**config.mk**
```make
export PLATFORM = sky130hd
export DESIGN_NAME = requant_drain_ctrl
export DESIGN_NICKNAME = d
export VERILOG_FILES = /design/src/rtl/requant_pkg.sv /design/src/rtl/fixed_point_rescale.sv /design/src/rtl/requant_drain_ctrl.sv
export SDC_FILE = /design/constraint.sdc
export NUM_CORES = 2
export LEC_CHECK = 0
export ABC_AREA = 1
export BUFFER_PORTS_ARGS = -buffer_cell sky130_fd_sc_hd__buf_2
export CAP_MARGIN = 10
export CORE_UTILIZATION = 30
export DETAILED_ROUTE_END_ITERATION = 10
export PLACE_DENSITY = 0.42
export SYNTH_ARGS = -nofsm -noshare
export SYNTH_HDL_FRONTEND = slang
export SYNTH_SLANG_ARGS = --single-unit
```
**constraint.sdc**
```tcl
create_clock -name clk -period 15.3 [get_ports clk]
set_input_delay 0 -clock clk [delete_from_list [all_inputs] [get_ports clk]]
set_output_delay 0 -clock clk [all_outputs]
set_load 0.005 [all_outputs]
```
**src/rtl/requant_pkg.sv**
```systemverilog
// Shared types and constants for the requantizing C-buffer drain sequencer.
package requant_pkg;

   typedef enum logic [2:0] {
      S_IDLE,
      S_RD,
      S_CAP,
      S_LANE,
      S_WR,
      S_DONE
   } state_t;

   localparam logic signed [31:0] INT32_MIN = 32'sh8000_0000;
   localparam logic signed [31:0] INT32_MAX = 32'sh7FFF_FFFF;

   // Rounding nudges for the doubling high multiply: 2^30 and 1 - 2^30.
   localparam logic signed [63:0] NUDGE_POS = 64'sd1073741824;
   localparam logic signed [63:0] NUDGE_NEG = -64'sd1073741823;

   localparam int RESCALE_LAT_DEFAULT = 4;

endpackage

```
**src/rtl/fixed_point_rescale.sv**
```systemverilog
// Per-lane int32 -> int8 requantizer: SRDHM, rounding shift, offset and clamp.
// Arithmetic occupies four stages; done follows start by exactly RESCALE_LAT (>= 4) cycles.
module fixed_point_rescale
   import requant_pkg::*;
#(
   parameter int RESCALE_LAT = RESCALE_LAT_DEFAULT
) (
   input  logic        clk,
   input  logic        rst_n,
   input  logic        i_start,
   input  logic [31:0] i_acc,
   input  logic [31:0] i_multiplier,
   input  logic [4:0]  i_shift,
   input  logic [31:0] i_output_offset,
   input  logic [7:0]  i_act_min,
   input  logic [7:0]  i_act_max,
   output logic        o_done,
   output logic [7:0]  o_result
);

   function automatic logic signed [31:0] srdhm_round(input logic signed [63:0] ab,
                                                       input logic              ovf);
      logic signed [63:0] s;
      logic signed [31:0] q;
      s = ab + ((ab >= 64'sd0) ? NUDGE_POS : NUDGE_NEG);
      q = s[62:31];
      // Floor from the slice; bump toward zero when a negative sum has a fraction.
      if (s < 64'sd0 && s[30:0] != '0) q = q + 32'sd1;
      return ovf ? INT32_MAX : q;
   endfunction

   function automatic logic signed [31:0] rdbpot(input logic signed [31:0] y,
                                                  input logic [4:0]         sh);
      logic signed [31:0] mask;
      logic signed [31:0] rem;
      logic signed [31:0] thr;
      mask = (32'sd1 <<< sh) - 32'sd1;
      rem  = y & mask;
      thr  = (mask >>> 1) + ((y < 32'sd0) ? 32'sd1 : 32'sd0);
      return (y >>> sh) + ((rem > thr) ? 32'sd1 : 32'sd0);
   endfunction

   function automatic logic [7:0] offset_clamp(input logic signed [31:0] y,
                                               input logic signed [31:0] off,
                                               input logic signed [7:0]  lo,
                                               input logic signed [7:0]  hi);
      logic signed [31:0] v;
      logic signed [31:0] lo32;
      logic signed [31:0] hi32;
      lo32 = {{24{lo[7]}}, lo};
      hi32 = {{24{hi[7]}}, hi};
      v    = y + off;
      if (v < lo32)      v = lo32;
      else if (v > hi32) v = hi32;
      return v[7:0];
   endfunction

   logic signed [63:0]     w_acc64;
   logic signed [63:0]     w_mult64;
   logic signed [63:0]     r_prod_p0;
   logic                   r_ovf_p0;
   logic signed [31:0]     r_srdhm_p1;
   logic signed [31:0]     r_rdbpot_p2;
   logic [7:0]             r_res_p3;
   logic [RESCALE_LAT-1:0] r_vld_p;

   assign w_acc64  = {{32{i_acc[31]}}, i_acc};
   assign w_mult64 = {{32{i_multiplier[31]}}, i_multiplier};

   always_ff @(posedge clk) begin
      if (!rst_n) r_vld_p <= '0;
      else        r_vld_p <= {r_vld_p[RESCALE_LAT-2:0], i_start};
   end

   always_ff @(posedge clk) begin
      // p0: full product and the single overflowing operand pair
      if (i_start) begin
         r_prod_p0 <= w_acc64 * w_mult64;
         r_ovf_p0  <= (i_acc == INT32_MIN) && (i_multiplier == INT32_MIN);
      end
      // p1: nudged high half; p2: rounding shift; p3: offset and clamp
      if (r_vld_p[0]) r_srdhm_p1  <= srdhm_round(r_prod_p0, r_ovf_p0);
      if (r_vld_p[1]) r_rdbpot_p2 <= rdbpot(r_srdhm_p1, i_shift);
      if (r_vld_p[2]) r_res_p3    <= offset_clamp(r_rdbpot_p2, i_output_offset,
                                                  i_act_min, i_act_max);
   end

   // Only one lane is in flight, so p3 stays stable until the trailing valid arrives.
   assign o_done   = r_vld_p[RESCALE_LAT-1];
   assign o_result = r_res_p3;

endmodule

```
**src/rtl/requant_drain_ctrl.sv**
```systemverilog
// Drains int32 accumulator rows from the C buffer, requantizes four lanes per row
// through fixed_point_rescale and writes one packed int8 word per row.
module requant_drain_ctrl
   import requant_pkg::*;
#(
   parameter int ADDR_BITS   = 14,
   parameter int RESCALE_LAT = RESCALE_LAT_DEFAULT
) (
   input  logic                 clk,
   input  logic                 rst_n,
   input  logic                 start,
   input  logic [ADDR_BITS-1:0] row_count,
   input  logic [ADDR_BITS-1:0] c_base,
   input  logic [ADDR_BITS-1:0] o_base,
   input  logic [31:0]          multiplier,
   input  logic [4:0]           shift,
   input  logic [31:0]          output_offset,
   input  logic [7:0]           act_min,
   input  logic [7:0]           act_max,
   output logic                 busy,
   output logic                 done,
   output logic [ADDR_BITS-1:0] c_index,
   input  logic [127:0]         c_data,
   output logic                 o_wr_en,
   output logic [ADDR_BITS-1:0] o_index,
   output logic [31:0]          o_data
);

   state_t               r_state;
   state_t               w_state_nxt;
   logic [ADDR_BITS-1:0] r_row;
   logic [ADDR_BITS-1:0] w_row_inc;
   logic [1:0]           r_lane;
   logic                 r_issue;
   logic [ADDR_BITS-1:0] r_cnt;
   logic [ADDR_BITS-1:0] r_cbase;
   logic [ADDR_BITS-1:0] r_obase;
   logic [31:0]          r_mult;
   logic [4:0]           r_shift;
   logic [31:0]          r_off;
   logic [7:0]           r_min;
   logic [7:0]           r_max;
   logic [127:0]         r_cdata;
   logic [31:0]          r_pack;
   logic                 w_rs_start;
   logic                 w_rs_done;
   logic [7:0]           w_rs_result;
   logic [31:0]          w_acc;

   assign w_row_inc = r_row + 1'b1;
   assign w_acc     = r_cdata[{r_lane, 5'b00000} +: 32];

   always_ff @(posedge clk) begin
      if (!rst_n) r_state <= S_IDLE;
      else        r_state <= w_state_nxt;
   end

   always_comb begin
      w_state_nxt = r_state;
      case (r_state)
         S_IDLE:  if (start) w_state_nxt = (row_count == '0) ? S_DONE : S_RD;
         S_RD:    w_state_nxt = S_CAP;
         S_CAP:   w_state_nxt = S_LANE;
         S_LANE:  if (w_rs_done && r_lane == 2'd3) w_state_nxt = S_WR;
         S_WR:    w_state_nxt = (w_row_inc == r_cnt) ? S_DONE : S_RD;
         S_DONE:  w_state_nxt = S_IDLE;
         default: w_state_nxt = S_IDLE;
      endcase
   end

   // Indices and data are forced to zero outside their strobe states.
   always_comb begin
      busy       = 1'b0;
      done       = 1'b0;
      c_index    = '0;
      o_wr_en    = 1'b0;
      o_index    = '0;
      o_data     = '0;
      w_rs_start = 1'b0;
      case (r_state)
         S_RD: begin
            busy    = 1'b1;
            c_index = r_cbase + r_row;
         end
         S_CAP:  busy = 1'b1;
         S_LANE: begin
            busy       = 1'b1;
            w_rs_start = r_issue;
         end
         S_WR: begin
            busy    = 1'b1;
            o_wr_en = 1'b1;
            o_index = r_obase + r_row;
            o_data  = r_pack;
         end
         S_DONE:  done = 1'b1;
         default: ;
      endcase
   end

   always_ff @(posedge clk) begin
      if (!rst_n) begin
         r_row   <= '0;
         r_lane  <= '0;
         r_issue <= 1'b0;
      end else begin
         case (r_state)
            S_IDLE: if (start) r_row <= '0;
            S_CAP: begin
               r_lane  <= '0;
               r_issue <= 1'b1;
            end
            S_LANE: begin
               if (r_issue) r_issue <= 1'b0;
               if (w_rs_done && r_lane != 2'd3) begin
                  r_lane  <= r_lane + 2'd1;
                  r_issue <= 1'b1;
               end
            end
            S_WR:    r_row <= w_row_inc;
            default: ;
         endcase
      end
   end

   always_ff @(posedge clk) begin
      if (r_state == S_IDLE && start) begin
         r_cnt   <= row_count;
         r_cbase <= c_base;
         r_obase <= o_base;
         r_mult  <= multiplier;
         r_shift <= shift;
         r_off   <= output_offset;
         r_min   <= act_min;
         r_max   <= act_max;
      end
      if (r_state == S_CAP) r_cdata <= c_data;
      if (r_state == S_LANE && w_rs_done) r_pack[{r_lane, 3'b000} +: 8] <= w_rs_result;
   end

   fixed_point_rescale #(
      .RESCALE_LAT(RESCALE_LAT)
   ) u_rescale (
      .clk            (clk),
      .rst_n          (rst_n),
      .i_start        (w_rs_start),
      .i_acc          (w_acc),
      .i_multiplier   (r_mult),
      .i_shift        (r_shift),
      .i_output_offset(r_off),
      .i_act_min      (r_min),
      .i_act_max      (r_max),
      .o_done         (w_rs_done),
      .o_result       (w_rs_result)
   );

endmodule

```
==> flow_summary.html <==
<table>
<tr><th>Metric</th><th>Value</th></tr>
<tr><th colspan="2">Status</th></tr>
<tr><td>Outcome</td><td>complete, no violations</td></tr>
<tr><th colspan="2">Setup path</th></tr>
<tr><td>Endpoint required time on the critical path</td><td>15.73 ns</td></tr>
<tr><td>Critical path launch point type</td><td>flip-flop</td></tr>
<tr><td>Cell with the largest stage delay on the worst path</td><td>inv_1</td></tr>
<tr><td>Reg2reg path depth</td><td>30</td></tr>
<tr><td>FF-to-FF End</td><td>u_rescale.r_prod_p0[61]</td></tr>
<tr><td>Critical path data arrival time</td><td>10.92 ns</td></tr>
<tr><td>Critical path capture point type</td><td>flip-flop</td></tr>
<tr><td>CP Class</td><td>flip-flop to flip-flop</td></tr>
<tr><td>Largest fanout of any net on the critical path</td><td>39</td></tr>
<tr><td>Most common cell type on the critical path</td><td>fa_1</td></tr>
<tr><td>CP max stage delay</td><td>0.74 ns</td></tr>
<tr><td>Buffer and inverter count on the worst path</td><td>10</td></tr>
<tr><td>Cell family with most CP delay</td><td>adder cells</td></tr>
<tr><td>Startpoint of the most critical register-to-register path</td><td>r_lane[0]</td></tr>
<tr><td>Register-to-register setup slack</td><td>4.81 ns</td></tr>
<tr><th colspan="2">Floorplanning</th></tr>
<tr><td>Horizontal die dimension</td><td>468 um</td></tr>
<tr><td>Die area</td><td>0.219 mm2</td></tr>
<tr><td>Number of ports placed on the die boundary</td><td>321</td></tr>
<tr><td>Die outline height</td><td>468 um</td></tr>
<tr><td>Initial core utilization</td><td>between 30% and 40%</td></tr>
<tr><td>Area of the core</td><td>around 0.22 mm2</td></tr>
<tr><td>FP Rows</td><td>170</td></tr>
<tr><th colspan="2">Synthesis</th></tr>
<tr><td>Post-Syn Area</td><td>around 0.065 mm2</td></tr>
<tr><td>Synthesized netlist cell count</td><td>7795</td></tr>
<tr><td>Most frequently used flop master after synthesis</td><td>edfxtp_1</td></tr>
<tr><td>Syn avg cell area</td><td>8.37 um2</td></tr>
<tr><td>Synth Warn #</td><td>0</td></tr>
<tr><td>Fraction of registers with async set or reset after synthesis</td><td>0%</td></tr>
<tr><td>Simple-gate share of the synthesized area</td><td>19.9%</td></tr>
<tr><td>Adder-cell share of the synthesized area</td><td>40.6%</td></tr>
<tr><td>Flops &amp; latches, synth</td><td>448</td></tr>
<tr><td>Post-synth net total</td><td>~9500</td></tr>
<tr><td>Seq/Total Area, Yosys</td><td>between 20 and 25%</td></tr>
<tr><td>Combinational family with the most area after synthesis</td><td>adder cells</td></tr>
<tr><td>Post-synthesis compound-gate area fraction</td><td>5.40%</td></tr>
<tr><td>Xor/xnor share of the synthesized area</td><td>2.99%</td></tr>
<tr><td>Count of flip-flops with a built-in enable after synthesis</td><td>424</td></tr>
<tr><td>Multiplexer area fraction after synthesis</td><td>0.0767%</td></tr>
<tr><td>Number of unique standard cell types used by synthesis</td><td>67</td></tr>
<tr><th colspan="2">Detailed routing</th></tr>
<tr><td>Violation count after the first detailed-routing iteration</td><td>3942</td></tr>
<tr><td>Total number of vias</td><td>54500</td></tr>
<tr><td>Per-cell routed wire length</td><td>about 22 um</td></tr>
<tr><td>Drt pass-1 iters</td><td>6</td></tr>
<tr><td>DRC violation count after routing</td><td>0</td></tr>
<tr><td>Number of vias per cell</td><td>4.81</td></tr>
<tr><td>ANT nets after route</td><td>0</td></tr>
<tr><td>Routed Wire Length</td><td>246000 um</td></tr>
<tr><th colspan="2">Final layout</th></tr>
<tr><td>Layout Area Growth over Synthesis</td><td>16.6%</td></tr>
<tr><td>Core Util, Final</td><td>35.3%</td></tr>
<tr><td>Final #Nets</td><td>around 10000</td></tr>
<tr><td>Share of cells above drive strength 1</td><td>7.51%</td></tr>
<tr><th colspan="2">CTS</th></tr>
<tr><td>Root cell of the clock tree</td><td>clkbuf_16</td></tr>
<tr><td>Clock latency on the worst-skew pair</td><td>0.71 ns</td></tr>
<tr><td>H-tree depth</td><td>2</td></tr>
<tr><td>Clock slew at the register clock pins of the worst setup and hold paths</td><td>0.06 ns</td></tr>
<tr><td>TritonCTS sink count</td><td>448</td></tr>
<tr><td>CTS tree</td><td>built</td></tr>
<tr><td>Post-CTS repair timing setup buffer count</td><td>0</td></tr>
<tr><td>Clock buffer depth</td><td>3</td></tr>
<tr><td>Number of buffers created by CTS</td><td>55</td></tr>
<tr><th colspan="2">Timing</th></tr>
<tr><td>Final setup vio count</td><td>0</td></tr>
<tr><td>Max Fclk</td><td>95.3 MHz</td></tr>
<tr><td>Setup repair after global routing missed its margin</td><td>false</td></tr>
<tr><td>Final worst path period share</td><td>roughly two thirds</td></tr>
<tr><td>Sum of negative setup slack</td><td>0 ns</td></tr>
<tr><td>Number of pins exceeding their max-slew limit in the final report</td><td>0</td></tr>
<tr><td>Hold violation total from the final report</td><td>0</td></tr>
<tr><td>Slew @ Worst Pin</td><td>between 1 and 1.5 ns</td></tr>
<tr><td>Slack of the critical path</td><td>4.81 ns</td></tr>
<tr><td>Worst slew margin relative to its limit</td><td>19.6%</td></tr>
<tr><td>Worst clock skew on the final layout</td><td>approximately 0.037 ns</td></tr>
<tr><td>Min Clock Period, post-route</td><td>around 10 ns</td></tr>
<tr><th colspan="2">GRT</th></tr>
<tr><td>Total gr overflow</td><td>0</td></tr>
<tr><td>Vias in the first global route</td><td>58000</td></tr>
<tr><td>Number of antenna violations at the first check in global routing</td><td>6</td></tr>
<tr><td>Global-route wire length before repair</td><td>371000 um</td></tr>
<tr><td>Maximum number of pins on one net before global-route repair</td><td>129</td></tr>
<tr><td>Global-route usage over all layers</td><td>22.7%</td></tr>
<tr><th colspan="2">Placed design</th></tr>
<tr><td>Place WS</td><td>4.90 ns</td></tr>
<tr><td>Post-DP HPWL</td><td>195000 um</td></tr>
<tr><td>Final RePlAce weighted congestion</td><td>0.913</td></tr>
<tr><td>Number of port buffers</td><td>320</td></tr>
<tr><th colspan="2">Min path</th></tr>
<tr><td>Min-Delay Startpoint</td><td>c_base[3]</td></tr>
<tr><td>Hold path endpoint</td><td>r_cbase[3]</td></tr>
<tr><td>HP Class</td><td>input pin to flip-flop</td></tr>
<tr><td>Worst hold path depth</td><td>2</td></tr>
<tr><th colspan="2">Job</th></tr>
<tr><td>Reported max-cap violation count</td><td>0</td></tr>
</table>
-- stage by stage --
| stage | hold slack, ns | cells | instance area [um2] |
|---|---|---|---|
| final | 0.0355 | 11300 | 76100 |
| after global routing | 0.0138 | 11300 | 76100 |
| after CTS | 0.000113 | 11300 | 76100 |
| after detailed placement | 0.178 | 10800 | 70400 |
| after global placement | 0.178 | 10800 | 70400 |
| after floorplan | 0.0935 | 7795 | 65300 |
-- state kept, by name (all words and copies together) (netlist names), 32 cells and up --
name / flops
r_mult: 32
u_rescale.r_rdbpot_p2: 32
u_rescale.r_prod_p0: 64
u_rescale.r_srdhm_p1: 32
r_pack: 32
r_cdata: 128
r_off: 32
-- placed cells by master (no fill, tap or decap), types with 6 or more instances in the layout --
cell type	n
inv_1	1558
o211ai_1	12
bufinv_16	7
nand3_1	262
fa_1	1085
clkbuf_1	6
a31oi_1	16
buf_4	118
nor4_1	29
xnor2_1	83
edfxtp_1	424
nor3_1	54
nor3_2	6
o221ai_1	8
nor2_2	27
a21oi_1	270
nand2_2	12
a211oi_1	10
o21ai_1	47
or2_2	7
ha_1	383
xor2_1	136
buf_2	320
a21boi_0	9
o21ai_0	181
o21a_1	14
dfxtp_1	23
nand4_1	91
clkinvlp_4	7
clkinv_2	10
nand3_2	14
o21bai_1	16
a21o_1	13
clkinv_1	33
clkbuf_16	55
nand2_1	1627
nor2_4	7
inv_2	13
nor2_1	1024
dlygate4sd3_1	384
-- worst max path at each step --
stage | start | to | slack [ns] | cells after the start
2_1_floorplan | r_state[0] | r_row[10] | 4.66 | 7
3_3_place_gp | r_lane[0] | u_rescale.r_prod_p0[61] | 4.95 | 29
3_5_place_dp | r_lane[0] | u_rescale.r_prod_p0[61] | 4.90 | 30
4_1_cts | r_lane[0] | u_rescale.r_prod_p0[61] | 4.89 | 30
5_1_grt | r_lane[0] | u_rescale.r_prod_p0[61] | 4.47 | 30
6_report | r_lane[0] | u_rescale.r_prod_p0[61] | 4.81 | 30
-- cell usage after synthesis (16+ instances only) --
master | instances | area (um2)
nor4_1 | 29 | 181
o21ai_1 | 47 | 235
clkinv_1 | 25 | 93.8
o21ai_0 | 181 | 906
a21oi_1 | 270 | 1350
edfxtp_1 | 424 | 12700
nand3_1 | 262 | 1310
o21bai_1 | 16 | 120
clkbuf_1 | 210 | 788
inv_1 | 1561 | 5860
fa_1 | 1085 | 21700
nand4_1 | 91 | 569
nor2_1 | 1026 | 3850
a31oi_1 | 16 | 100
xnor2_1 | 83 | 727
xor2_1 | 136 | 1190
nor2_2 | 27 | 169
nand2_1 | 1627 | 6110
dfxtp_1 | 24 | 480
ha_1 | 383 | 4790
nor3_1 | 55 | 275
-- metal layers --
layer  global-route usage, %  up-vias  wire length [um]
li1                        -    25200                 -
met1                    30.7    27400            110000
met2                    37.8     1581            114000
met4                    6.52        2              7580
met3                    2.98      287             14000
met5                       0        -                13
-- cell type report --
| type | count | area, um2 |
|---|---|---|
| fill | 22600 | 139000 |
| multi-input combinational | 5508 | 45100 |
| sequential | 448 | 13200 |
| timing repair buffer | 823 | 6350 |
| inverter | 1600 | 6010 |
| tap | 2838 | 3550 |
| clock buffer | 61 | 1400 |
| clock inverter | 40 | 457 |
| antenna | 4 | 10.0 |
-- cell families after synthesis --
group,after synthesis
AOI/OAI and AO/OA,631
buffers and inverters,1839
DFF,448
adders and majority gates,1468
and+or+nand+nor,3181
other,2
muxes,5
xor gates and xnor gates,221
-- timing repair --
action / 4_1_cts / 5_1_grt
hold endpoints to repair: 279 / 1
endpoints found under the setup margin: 0 / 0
gates resized for setup: 0 / 0
hold buffers: 383 / 1
Power is left out: the tool's default activity adds up to more than one toggle a clock period on the data nets, which glitch-free logic cannot reach.
